### src/rtl/rgb_pwm_fade.sv
// RGB LED PWM driver with per-channel fade engine and
// current-source power-up sequencing for the LED hard macro.
module rgb_pwm_fade #(
  parameter int NCH    = 3,
  parameter int PWM_W  = 8,
  parameter int DIV_W  = 16,
  parameter int PU_DLY = 16
) (
  input  logic             CLK,
  input  logic             RESETN,
  input  logic             RGBLED_EN,
  input  logic [DIV_W-1:0] TICK_DIV,
  input  logic             CFG_VALID,
  output logic             CFG_READY,
  input  logic [2:0]       CFG_CH,
  input  logic [PWM_W-1:0] CFG_TARGET,
  input  logic [PWM_W-1:0] CFG_STEP,
  output logic             CFG_ERR,
  output logic             RGB_PU,
  output logic             RGB_LEDEN,
  output logic [NCH-1:0]   RGB_PWM,
  output logic [NCH-1:0]   BUSY
);

  localparam int PCW = (PU_DLY > 1) ? $clog2(PU_DLY) : 1;
  localparam logic [PCW-1:0] PU_LAST = PCW'(PU_DLY - 1);
  localparam logic [3:0] NCH4 = 4'(NCH);
  localparam logic [PWM_W-1:0] CNT_MAX = '1;

  typedef enum logic [1:0] {OFF, PU_WAIT, ON} state_t;

  state_t           state;
  logic [PCW-1:0]   pu_cnt;
  logic [PWM_W-1:0] cnt;
  logic [DIV_W-1:0] presc;
  logic [DIV_W-1:0] lim;
  logic             tick;
  logic             run;

  logic [PWM_W-1:0] cur   [NCH];
  logic [PWM_W-1:0] tgt   [NCH];
  logic [PWM_W-1:0] stp   [NCH];
  logic [PWM_W-1:0] act   [NCH];
  logic [PWM_W-1:0] cur_n [NCH];
  logic [PWM_W-1:0] tgt_n [NCH];
  logic [PWM_W-1:0] stp_n [NCH];

  assign CFG_READY = RESETN;
  assign lim  = (TICK_DIV == '0) ? '0 : TICK_DIV - 1'b1;
  // >= keeps the prescaler bounded if TICK_DIV shrinks mid-count
  assign tick = (state == ON) && (presc >= lim);
  assign run  = (state == ON) && RGBLED_EN;

  always_ff @(posedge CLK or negedge RESETN) begin
    if (!RESETN) begin
      state     <= OFF;
      pu_cnt    <= '0;
      RGB_PU    <= 1'b0;
      RGB_LEDEN <= 1'b0;
    end else if (!RGBLED_EN) begin
      state     <= OFF;
      pu_cnt    <= '0;
      RGB_PU    <= 1'b0;
      RGB_LEDEN <= 1'b0;
    end else begin
      unique case (state)
        OFF: begin
          state  <= PU_WAIT;
          pu_cnt <= '0;
          RGB_PU <= 1'b1;
        end
        PU_WAIT: begin
          if (pu_cnt == PU_LAST) begin
            state     <= ON;
            RGB_LEDEN <= 1'b1;
          end else begin
            pu_cnt <= pu_cnt + 1'b1;
          end
        end
        ON: begin
          state <= ON;
        end
        default: begin
          state     <= OFF;
          RGB_PU    <= 1'b0;
          RGB_LEDEN <= 1'b0;
        end
      endcase
    end
  end

  always_comb begin
    for (int i = 0; i < NCH; i++) begin
      cur_n[i] = cur[i];
      tgt_n[i] = tgt[i];
      stp_n[i] = stp[i];
      if (CFG_VALID && (CFG_CH == 3'(i))) begin
        tgt_n[i] = CFG_TARGET;
        stp_n[i] = CFG_STEP;
        if (CFG_STEP == '0)
          cur_n[i] = CFG_TARGET;
      end else if (tick && (cur[i] != tgt[i])) begin
        if (cur[i] < tgt[i])
          cur_n[i] = (tgt[i] - cur[i] <= stp[i]) ?
                     tgt[i] : cur[i] + stp[i];
        else
          cur_n[i] = (cur[i] - tgt[i] <= stp[i]) ?
                     tgt[i] : cur[i] - stp[i];
      end
    end
  end

  always_ff @(posedge CLK or negedge RESETN) begin
    if (!RESETN) begin
      cnt     <= '0;
      presc   <= '0;
      CFG_ERR <= 1'b0;
      RGB_PWM <= '0;
      BUSY    <= '0;
      for (int i = 0; i < NCH; i++) begin
        cur[i] <= '0;
        tgt[i] <= '0;
        stp[i] <= '0;
        act[i] <= '0;
      end
    end else begin
      cnt     <= run ? cnt + 1'b1 : '0;
      presc   <= ((state == ON) && !tick) ? presc + 1'b1 : '0;
      CFG_ERR <= CFG_VALID && ({1'b0, CFG_CH} >= NCH4);
      for (int i = 0; i < NCH; i++) begin
        cur[i]     <= cur_n[i];
        tgt[i]     <= tgt_n[i];
        stp[i]     <= stp_n[i];
        BUSY[i]    <= cur_n[i] != tgt_n[i];
        RGB_PWM[i] <= run && (cnt < act[i]);
        // outside ON the output is forced low, so tracking cur is glitch-free
        if (!run || (cnt == CNT_MAX))
          act[i] <= cur[i];
      end
    end
  end

endmodule

### config.mk
export PLATFORM = sky130hd
export DESIGN_NAME = rgb_pwm_fade
export DESIGN_NICKNAME = d
export VERILOG_FILES = /design/src/rtl/rgb_pwm_fade.sv
export SDC_FILE = /design/constraint.sdc
export NUM_CORES = 1
export LEC_CHECK = 0
export BUFFER_PORTS_ARGS = -buffer_cell sky130_fd_sc_hd__clkbuf_2
export CAP_MARGIN = 10
export CELL_PAD_IN_SITES_DETAIL_PLACEMENT = 0
export CELL_PAD_IN_SITES_GLOBAL_PLACEMENT = 1
export CORE_ASPECT_RATIO = 1.1
export CORE_MARGIN = 3
export CORE_UTILIZATION = 35
export CTS_CLUSTER_DIAMETER = 100
export DETAILED_ROUTE_END_ITERATION = 12
export GPL_TIMING_DRIVEN = 0
export PLACE_DENSITY = 0.72
export SETUP_SLACK_MARGIN = 0.3
export SLEW_MARGIN = 20
export SYNTH_ARGS = -nofsm -noshare
export SYNTH_HDL_FRONTEND = slang
export SYNTH_SLANG_ARGS = --single-unit
### constraint.sdc
create_clock -name CLK -period 10.9 [get_ports CLK]
set_clock_uncertainty 0.1 [all_clocks]
set_input_delay 1.635 -clock CLK [delete_from_list [all_inputs] [get_ports CLK]]
set_output_delay 1.635 -clock CLK [all_outputs]
set_load 0.05 [all_outputs]
Yosys cells after proc, flatten, opt, wreduce, memory -nomap -nowiden
Index checks and enable logic that the tools add are counted.
{"block": "classes", "n_eq_ne": 17, "n_reduce_logical": 24, "muxes": 35, "add_sub_neg": 16, "n_lt_le_gt_ge": 14}
{"operator": "2-to-1 mux 8 bit", "count": 22}
{"operator": "subtractor 8 bit", "count": 9}
{"operator": "<= comparator 8 bit", "count": 6}
{"operator": "< comparator 8 bit", "count": 6}
{"operator": "!= test 8 bit", "count": 6}
{"operator": "2-to-1 mux 16 bit", "count": 2}
{"operator": "adder 8 bit", "count": 3}
{"operator": "adder 16 x 1 -> 16 bit (second input constant)", "count": 1}
{"operator": "greater-or-equal comparator 16 bit", "count": 1}
{"operator": "logical NOT 16 bit", "count": 1}
{"operator": "subtractor 16 x 1 -> 16 bit (second input constant)", "count": 1}
{"operator": "logical AND 1 bit", "count": 13}
{"operator": "adder 8 x 1 -> 8 bit (second input constant)", "count": 1}
{"operator": "equality test 8 bit (second input constant)", "count": 1}
{"operator": "logical NOT 8 bit", "count": 1}
{"operator": "2-to-1 mux 4 bit", "count": 2}
{"operator": "case mux 4 bit (2 select lines)", "count": 1}
{"operator": "!= test 3 bit (second input constant)", "count": 2}
{"operator": "case mux 2 bit (3 select lines)", "count": 1}
{"operator": "adder 4 x 1 -> 4 bit (second input constant)", "count": 1}
{"operator": "equality test 4 bit (second input constant)", "count": 1}
{"operator": "2-to-1 mux 2 bit", "count": 2}
{"operator": "!= test 2 bit (second input constant)", "count": 2}
{"operator": "case mux 1 bit (2 select lines)", "count": 2}
{"operator": "13 further kinds", "count": 18}
{"block": "totals", "output_inout_bits": 10, "wordCells": 127, "in_bits": 39, "register_bits": 135}

Depth between registers and ports, before layout
Gate-level depths: netlist of run 1.
{"block": "depth", "depth_word": 8, "mapped_depth": 21, "ltp_nobuf": 20}

Worst setup path before layout of run 1
OpenSTA, ideal clock, no wires.
{"block": "synth_path", "kind": "input to register", "from": "input port TICK_DIV[7]", "to": "register BUSY[2]", "required_time_ps": 10661, "path_slack_ps": 4841, "cell_stages": 18, "path_buffers": 2, "setup_ps": 139, "arrival_ps": 5820, "cell_sequence": "or4_1 -> nor4_1 -> nand2b_1 -> nor4_1 -> nand4b_1 -> clkbuf_1 -> nand2_1 -> ha_1 -> a21oi_1 -> o21ai_1 -> a21oi_1 -> a31oi_4 -> and3_1 -> clkbuf_1 -> a221o_1 -> xor2_1 -> or3_1 -> or4_1"}
{"element": "start, declared", "line": "12", "source": "input logic [DIV_W-1:0] TICK_DIV,"}
{"element": "end signal, assigned by index", "line": "134", "source": "BUSY[i] <= cur_n[i] != tgt_n[i];"}
{"element": "end, declared", "line": "22", "source": "output logic [NCH-1:0] BUSY"}

==> results.tsv, run 1 <==
stage	metric	value	unit
run_status	run_status	complete, no violations	
setup_path	critical_path_peak_fanout	10	
clock_network	clock_sinks	135	
clock_network	cts_resized	0	
routing	dr_total_vias	10153	
routing	dr_wl_met2	16.4	mm
global_route	first_global_vias	9972	
sta	fin_crit_sh	61.1	%
routing	detail_route.iter0.violations	703	
pwr	power.density	170	mW/mm^2
finish	fin_area	0.0134	sq mm
yosys	netlist_area	0.0119	sq mm
yosys	post_synth_inst_count	1392	
finish	nets	1686	
global_route	grt_start_max_net_pins	87	
sta	worst_slew_margin_rel	25.8	%
setup_path	cp.arrival	6.84	ns
finish	final_layout_size_suffix_gt1_share	8.36	%
routing	m1WireLength	15.7	mm
floorplan	dieArea	0.0363	sq mm
place	placement.io_buffers	46	
setup_path	timing.critical_path.slowest_cell_delay	0.58	ns
yosys	synthMostInstantiatedCell	sky130_fd_sc_hd__ha_1	
clock_network	cts_hold_buffers	0	
floorplan	number_of_top_level_design_ports	49	
setup_path	start_kind	input pin	
yosys	post_synth.cell_area_avg	8.57	sq um
sta	finalHoldViolations	0	
clock_network	ctsLongestPathBuffers	2	
pwr	power.leakage	6.09	nW
sta	period_minus_slack	6.66	ns
setup_path	cp_slowest_cell	sky130_fd_sc_hd__or4_1	
global_route	grt_first_pass_wirelength	54.5	mm
floorplan	floorplan.die.width	182	microns
routing	drc_errors	0	
sta	maxClockFrequency	150	MHz
finish	syn_to_final_growth	12.0	%
yosys	synth.lib_cells_used.distinct	76	
job	number_of_max_cap_violations	0	
yosys	ys_warn_count	0	
setup_path	crit_required	11.09	ns
yosys	seq_area_frac_synth	28.3	%
clock_network	cts_setup_buffers	0	
place	post-dp-hpwl	26.9	mm
routing	detail_route.wirelength	34.2	mm
clock_network	tritoncts_clock_tree	done	
yosys	synth.cells.most_frequent	177 x sky130_fd_sc_hd__ha_1, 135 x sky130_fd_sc_hd__dfrtp_1, 132 x sky130_fd_sc_hd__inv_1	
setup_path	worst-setup-path-type	input pin to register	
floorplan	initial_core_util	35.6	%
global_route	grtUsageTotal	19.0	%
global_route	gr-total-overflow	0	
sta	rsz0062_at_grt	no	
yosys	postSynthNetCount	1620	
yosys	most_used_flip_flop_cell_after_synthesis	sky130_fd_sc_hd__dfrtp_1	
routing	avgViaCountPerCell	5.34	
place	gp_congestion	0.876	
clock_network	root_buffer_cell	sky130_fd_sc_hd__clkbuf_16	
sta	fin_setup_tns	0	ns
pwr	irDropWorstVdd	0.000117	V
yosys	postSynth.asyncResetShare	100	%
clock_network	clkLatencyLatePin	0.44	ns
setup_path	crit_family	simple AND/OR/NAND/NOR gates	
yosys	synth_enable_flop_cells	0	
floorplan	core.rowCount	70	
routing	met3_length	1.13	mm
sta	timing_max_transition_violations_final	0	
floorplan	die_y	200	microns
clock_network	clkTransAtPathRegs	0.07	ns
sta	worst-slew-pin-transition	1.10	ns
setup_path	worstPathCellList	clkbuf_2 > or4_1 > nor4_1 > nand2b_1 > nor4_1 > nand4b_1 > clkbuf_1 > nand2_1 > ha_1 > nand4_1 > nor3_2 > o2111ai_1 > a31oi_4 > and3_1 > clkbuf_1 > a221o_1 > xor2_1 > or3_1 > or4_1	
routing	drtPass1Iterations	7	
place	detailed_place.area	0.0127	sq mm
clock_network	cts-htree-levels	4	
sta	finalSetupViolations	0	
setup_path	cp_num_buf_inv	3	
finish	antenna-diode-count	0	
floorplan	core_area	0.0335	sq mm
routing	top_layer	met4	
yosys	post_synth_main_area_contributors	sky130_fd_sc_hd__dfrtp_1 28%, sky130_fd_sc_hd__ha_1 19%, sky130_fd_sc_hd__xnor2_1 4.3%	
clock_network	cts-buffers-inserted	17	
routing	route.antenna.remaining_nets	0	
yosys	synth_largest_area_cell	sky130_fd_sc_hd__dfrtp_1	
routing	route.detailed.wl_per_inst	18.0	microns
yosys	synth-seq-cells	135	
yosys	synth_largest_type_area_fraction	28.3	%
setup_path	endpoint_kind	register	
global_route	grt_antenna_before_repair	0	
hold_path	hold_path.class	register to register	
-- through the flow --
step                hold WS (ns)  total power [W]  setup WS (ns)  cells  util (%)
finish                     0.414          0.00226           4.24   1903      39.9
detailed placement         0.400          0.00166           3.73   1871      38.1
global placement           0.391          0.00163           3.76   1870      37.9
floorplan                  0.367          0.00137           4.84   1392         -
global route               0.440          0.00244           3.75   1903      39.9
CTS                        0.416          0.00227           4.17   1903      39.9
-- flip-flops by register name, indices dropped and copies added, names as in the netlist --
name	count
tgt	24
presc	16
CFG_ERR	1
BUSY	3
cnt	8
pu_cnt	4
RGB_LEDEN	1
RGB_PU	1
stp	24
cur	24
state	2
RGB_PWM	3
act	24
-- cells by family (layout without fill, tap and decap cells) --
| family | after synthesis | after routing | share of synthesized area [%] |
|---|---|---|---|
| xor gates and xnor gates | 106 | 106 | 7.79 |
| muxes | 7 | 7 | 0.650 |
| adders and majority gates | 189 | 189 | 20.6 |
| buffers and inverters | 183 | 262 | 5.97 |
| DFF | 135 | 135 | 28.3 |
| AOI/OAI and AO/OA | 374 | 374 | 20.4 |
| and+or+nand+nor | 398 | 398 | 16.3 |
-- power by group --
group          total [W]  leakage (nW)  internal (W)  switching (W)
registers       0.000606          1.71      0.000556      0.0000498
clock network   0.000607         0.303      0.000333       0.000275
logic            0.00105          4.08      0.000403       0.000647
-- layout by cell type (no fill, tap or decap), types with 8 or more instances in the layout --
| cell | n |
|---|---|
| sky130_fd_sc_hd__clkbuf_1 | 37 |
| sky130_fd_sc_hd__xnor2_1 | 59 |
| sky130_fd_sc_hd__o21ai_0 | 98 |
| sky130_fd_sc_hd__clkbuf_2 | 46 |
| sky130_fd_sc_hd__clkbuf_16 | 17 |
| sky130_fd_sc_hd__inv_1 | 132 |
| sky130_fd_sc_hd__a211oi_1 | 15 |
| sky130_fd_sc_hd__nand3_1 | 32 |
| sky130_fd_sc_hd__o21bai_1 | 17 |
| sky130_fd_sc_hd__and2_1 | 9 |
| sky130_fd_sc_hd__nor4_1 | 8 |
| sky130_fd_sc_hd__a22oi_1 | 13 |
| sky130_fd_sc_hd__o22ai_1 | 12 |
| sky130_fd_sc_hd__and3_1 | 12 |
| sky130_fd_sc_hd__ha_1 | 177 |
| sky130_fd_sc_hd__nand2b_1 | 23 |
| sky130_fd_sc_hd__dfrtp_1 | 135 |
| sky130_fd_sc_hd__fa_1 | 12 |
| sky130_fd_sc_hd__xor2_1 | 47 |
| sky130_fd_sc_hd__a21oi_1 | 95 |
| sky130_fd_sc_hd__a21o_1 | 24 |
| sky130_fd_sc_hd__nor2_1 | 89 |
| sky130_fd_sc_hd__o21ai_1 | 9 |
| sky130_fd_sc_hd__nor2b_1 | 22 |
| sky130_fd_sc_hd__nor3_1 | 16 |
| sky130_fd_sc_hd__nand2_1 | 128 |
| sky130_fd_sc_hd__a221o_1 | 11 |
| sky130_fd_sc_hd__nand4_1 | 24 |
-- cell type report --
| type | instances | area [sq um] |
|---|---|---|
| Fill cell | 3394 | 20100 |
| Multi-Input combinational cell | 1074 | 7840 |
| Sequential cell | 135 | 3380 |
| Tap cell | 432 | 541 |
| Inverter | 132 | 495 |
| Clock buffer | 17 | 425 |
| Timing Repair Buffer | 47 | 267 |
| Buffer | 51 | 216 |
| Clock inverter | 15 | 190 |
-- worst paths after layout --
check,startpoint,endpoint,slack (ns),depth (start not counted)
worst max register to register,cur[9],BUSY[1],5.32,19
max in group asynchronous,RESETN,cur[4],8.84,2
worst max-delay path,TICK_DIV[5],BUSY[2],4.24,19
worst min register to register,act[8],act[8],0.41,1
worst min-delay path,act[8],act[8],0.41,1
min in group asynchronous,RESETN,stp[20],1.05,1
-- per-layer routing --
metal / track usage, % / up-vias
li1: - / 5034
met1: 24.9 / 4854
met2: 32.5 / 209
met3: 2.62 / 56
met4: 6.41 / 0
met5: 0 / -
Note: power is estimated with default switching activity, not from simulation.
==> inputs of run 2 (changes only) <==
--- a/config.mk
+++ b/config.mk
@@ -5,6 +5,7 @@
 export SDC_FILE = /design/constraint.sdc
 export NUM_CORES = 1
 export LEC_CHECK = 0
+export ABC_AREA = 1
 export BUFFER_PORTS_ARGS = -buffer_cell sky130_fd_sc_hd__clkbuf_2
 export CAP_MARGIN = 10
 export CELL_PAD_IN_SITES_DETAIL_PLACEMENT = 0
@@ -15,7 +16,7 @@
 export CTS_CLUSTER_DIAMETER = 100
 export DETAILED_ROUTE_END_ITERATION = 12
 export GPL_TIMING_DRIVEN = 0
-export PLACE_DENSITY = 0.72
+export PLACE_DENSITY = 0.77
 export SETUP_SLACK_MARGIN = 0.3
 export SLEW_MARGIN = 20
 export SYNTH_ARGS = -nofsm -noshare
==> constraint.sdc (replaced) <==
create_clock -name CLK -period 5.9 [get_ports CLK]
set_clock_uncertainty 0.1 [all_clocks]
set_input_delay 0.885 -clock CLK [delete_from_list [all_inputs] [get_ports CLK]]
set_output_delay 0.885 -clock CLK [all_outputs]
set_load 0.05 [all_outputs]
==> results.tsv, run 2 <==
stage	metric	value	unit
yosys	seq_area_frac_synth	25.3	%
floorplan	floorplan.die.width	192	microns
setup_path	cp.arrival	4.79	ns
clock_network	clkLatencyLatePin	0.44	ns
finish	antenna-diode-count	0	
pwr	power.leakage	7.88	nW
yosys	synth-seq-cells	135	
sta	timing_max_transition_violations_final	0	
yosys	postSynth.asyncResetShare	100	%
yosys	post_synth_main_area_contributors	sky130_fd_sc_hd__dfrtp_1 25%, sky130_fd_sc_hd__ha_1 17%, sky130_fd_sc_hd__nand2_1 15%	
run_status	run_status	complete, no violations	
yosys	post_synth.cell_area_avg	6.97	sq um
sta	period_minus_slack	4.58	ns
setup_path	crit_required	6.11	ns
sta	worst-slew-pin-transition	0.653	ns
yosys	post_synth_inst_count	1913	
place	placement.io_buffers	48	
yosys	synth_largest_area_cell	sky130_fd_sc_hd__dfrtp_1	
global_route	grtUsageTotal	19.7	%
yosys	synth_enable_flop_cells	0	
floorplan	core.rowCount	74	
clock_network	ctsLongestPathBuffers	2	
yosys	most_used_flip_flop_cell_after_synthesis	sky130_fd_sc_hd__dfrtp_1	
global_route	gr-total-overflow	0	
job	number_of_max_cap_violations	0	
clock_network	clock_sinks	135	
global_route	grt_antenna_before_repair	0	
sta	fin_crit_sh	77.6	%
clock_network	cts-htree-levels	4	
setup_path	endpoint_kind	register	
floorplan	core_area	0.0374	sq mm
sta	fin_setup_tns	0	ns
setup_path	worst-setup-path-type	register to register	
yosys	synth_largest_type_area_fraction	25.3	%
pwr	irDropWorstVdd	0.000219	V
clock_network	tritoncts_clock_tree	done	
sta	finalSetupViolations	0	
global_route	first_global_vias	11909	
routing	avgViaCountPerCell	4.98	
yosys	synthMostInstantiatedCell	sky130_fd_sc_hd__nand2_1	
yosys	postSynthNetCount	2141	
finish	nets	2209	
sta	worst_slew_margin_rel	56.5	%
finish	fillerInstances	4010	
floorplan	dieArea	0.0405	sq mm
hold_path	hold_path.class	input pin to asynchronous set/reset pin	
yosys	netlist_area	0.0133	sq mm
routing	route.antenna.remaining_nets	0	
pwr	power.density	386	mW/mm^2
routing	route.detailed.wl_per_inst	15.9	microns
place	post-dp-hpwl	31.4	mm
clock_network	root_buffer_cell	sky130_fd_sc_hd__clkbuf_16	
floorplan	die_y	211	microns
global_route	grt_start_max_net_pins	70	
finish	final_util	39.6	%
clock_network	cts_setup_buffers	0	
sta	hold-worst-slack	0.369	ns
clock_network	clkTransAtPathRegs	0.08	ns
clock_network	cts-buffers-inserted	17	
routing	detail_route.iter0.violations	796	
yosys	synth.cells.most_frequent	531 x sky130_fd_sc_hd__nand2_1, 279 x sky130_fd_sc_hd__inv_1, 177 x sky130_fd_sc_hd__ha_1	
global_route	grt_first_pass_wirelength	63.0	mm
yosys	synth.lib_cells_used.distinct	49	
floorplan	initial_core_util	35.6	%
finish	highest_count_cells_in_the_layout_ignoring_fill_and_taps	531 x sky130_fd_sc_hd__nand2_1, 279 x sky130_fd_sc_hd__inv_1, 177 x sky130_fd_sc_hd__ha_1	
routing	drc_errors	0	
finish	layout.cells.most_common	sky130_fd_sc_hd__nand2_1	
yosys	ys_warn_count	0	
setup_path	start_kind	register	
routing	detail_route.wirelength	39.4	mm
setup_path	critical_path_peak_fanout	10	
clock_network	cts_hold_buffers	0	
finish	syn_to_final_growth	11.1	%
sta	rsz0062_at_grt	no	
floorplan	number_of_top_level_design_ports	49	
routing	dr_total_vias	12398	
place	gp_congestion	0.899	
finish	final_layout_size_suffix_gt1_share	9.53	%
routing	drtPass1Iterations	7	
sta	finalHoldViolations	0	
clock_network	cts_resized	0	
sta	maxClockFrequency	218	MHz
pwr	report.power.total	0.00571	W
-- run 2: cell families (layout without fill, tap and decap cells) --
| group | after synthesis | in the layout | share of synthesized area, % |
|---|---|---|---|
| simple gates | 886 | 886 | 29.1 |
| buf+inv | 348 | 429 | 10.7 |
| compound gates | 292 | 292 | 12.4 |
| fa+ha+maj | 189 | 189 | 18.4 |
| flops | 135 | 135 | 25.3 |
| xor+xnor | 63 | 63 | 4.14 |
-- run 2: path summary, 6_finish.rpt --
path | from | to | slack [ns] | cells after the start
setup / recovery | cur[9] | BUSY[1] | 1.32 | 22
hold / removal | RESETN | stp[9] | 0.37 | 1
setup reg to reg | cur[9] | BUSY[1] | 1.32 | 22
hold reg to reg | pu_cnt[3] | pu_cnt[3] | 0.38 | 1
max in group asynchronous | RESETN | tgt[16] | 4.55 | 2
min in group CLK | pu_cnt[3] | pu_cnt[3] | 0.38 | 1
-- run 2: layout make-up --
class | count | area [sq um] | share of cell area (%)
inverter | 298 | 1130 | 7.62
clock buffer | 20 | 457 | 3.08
timing repair buffer | 49 | 277 | 1.87
buffer | 50 | 292 | 1.97
clock inverter | 12 | 130 | 0.879
sequential | 135 | 3380 | 22.8
tap | 494 | 618 | 4.17
multi-input combinational | 1430 | 8530 | 57.6
-- run 2: power by group --
group / internal [W] / switching [W]
Sequential: 0.00108 / 0.000215
Clock: 0.000617 / 0.000484
Combinational: 0.00120 / 0.00212
-- run 2: critical path: stages (launching register included) --
cell,delay [ns]
sky130_fd_sc_hd__dfrtp_1,0.76
sky130_fd_sc_hd__inv_1,0.19
sky130_fd_sc_hd__fa_1,0.50
sky130_fd_sc_hd__a221o_1,0.41
sky130_fd_sc_hd__a21oi_1,0.16
sky130_fd_sc_hd__nor2_1,0.05
sky130_fd_sc_hd__nor2_1,0.10
sky130_fd_sc_hd__xnor2_1,0.15
sky130_fd_sc_hd__ha_1,0.26
sky130_fd_sc_hd__nand2_1,0.09
sky130_fd_sc_hd__nor2_1,0.05
sky130_fd_sc_hd__nor2_1,0.21
sky130_fd_sc_hd__nand2_1,0.12
sky130_fd_sc_hd__nand2_1,0.25
sky130_fd_sc_hd__nand2_1,0.10
sky130_fd_sc_hd__nand3_1,0.09
sky130_fd_sc_hd__nand3_1,0.15
sky130_fd_sc_hd__nand2_1,0.14
sky130_fd_sc_hd__nand3b_1,0.09
sky130_fd_sc_hd__nand2_1,0.11
sky130_fd_sc_hd__nand2_1,0.06
sky130_fd_sc_hd__nor2_1,0.17
sky130_fd_sc_hd__nand2_1,0.12
-- run 2: stage by stage --
| step | instances | setup slack, ns | cell area, sq um |
|---|---|---|---|
| 2_1_floorplan | 1913 | 2.25 | 13300 |
| 3_3_place_gp | 2455 | 0.600 | 14200 |
| 3_5_place_dp | 2456 | 1.22 | 14200 |
| 4_1_cts | 2488 | 1.38 | 14800 |
| 5_1_grt | 2488 | 0.967 | 14800 |
| 6_report | 2488 | 1.32 | 14800 |
-- run 2: metal layers --
metal | global-route usage, % | part of all wire (%) | vias to the layer above
met1 | 26.6 | 46 | 5759
li1 | - | - | 6314
met3 | 2.27 | 4.0 | 41
met4 | 4.87 | 1.8 | 0
met2 | 33.6 | 48 | 284
met5 | 0 | 0 | -
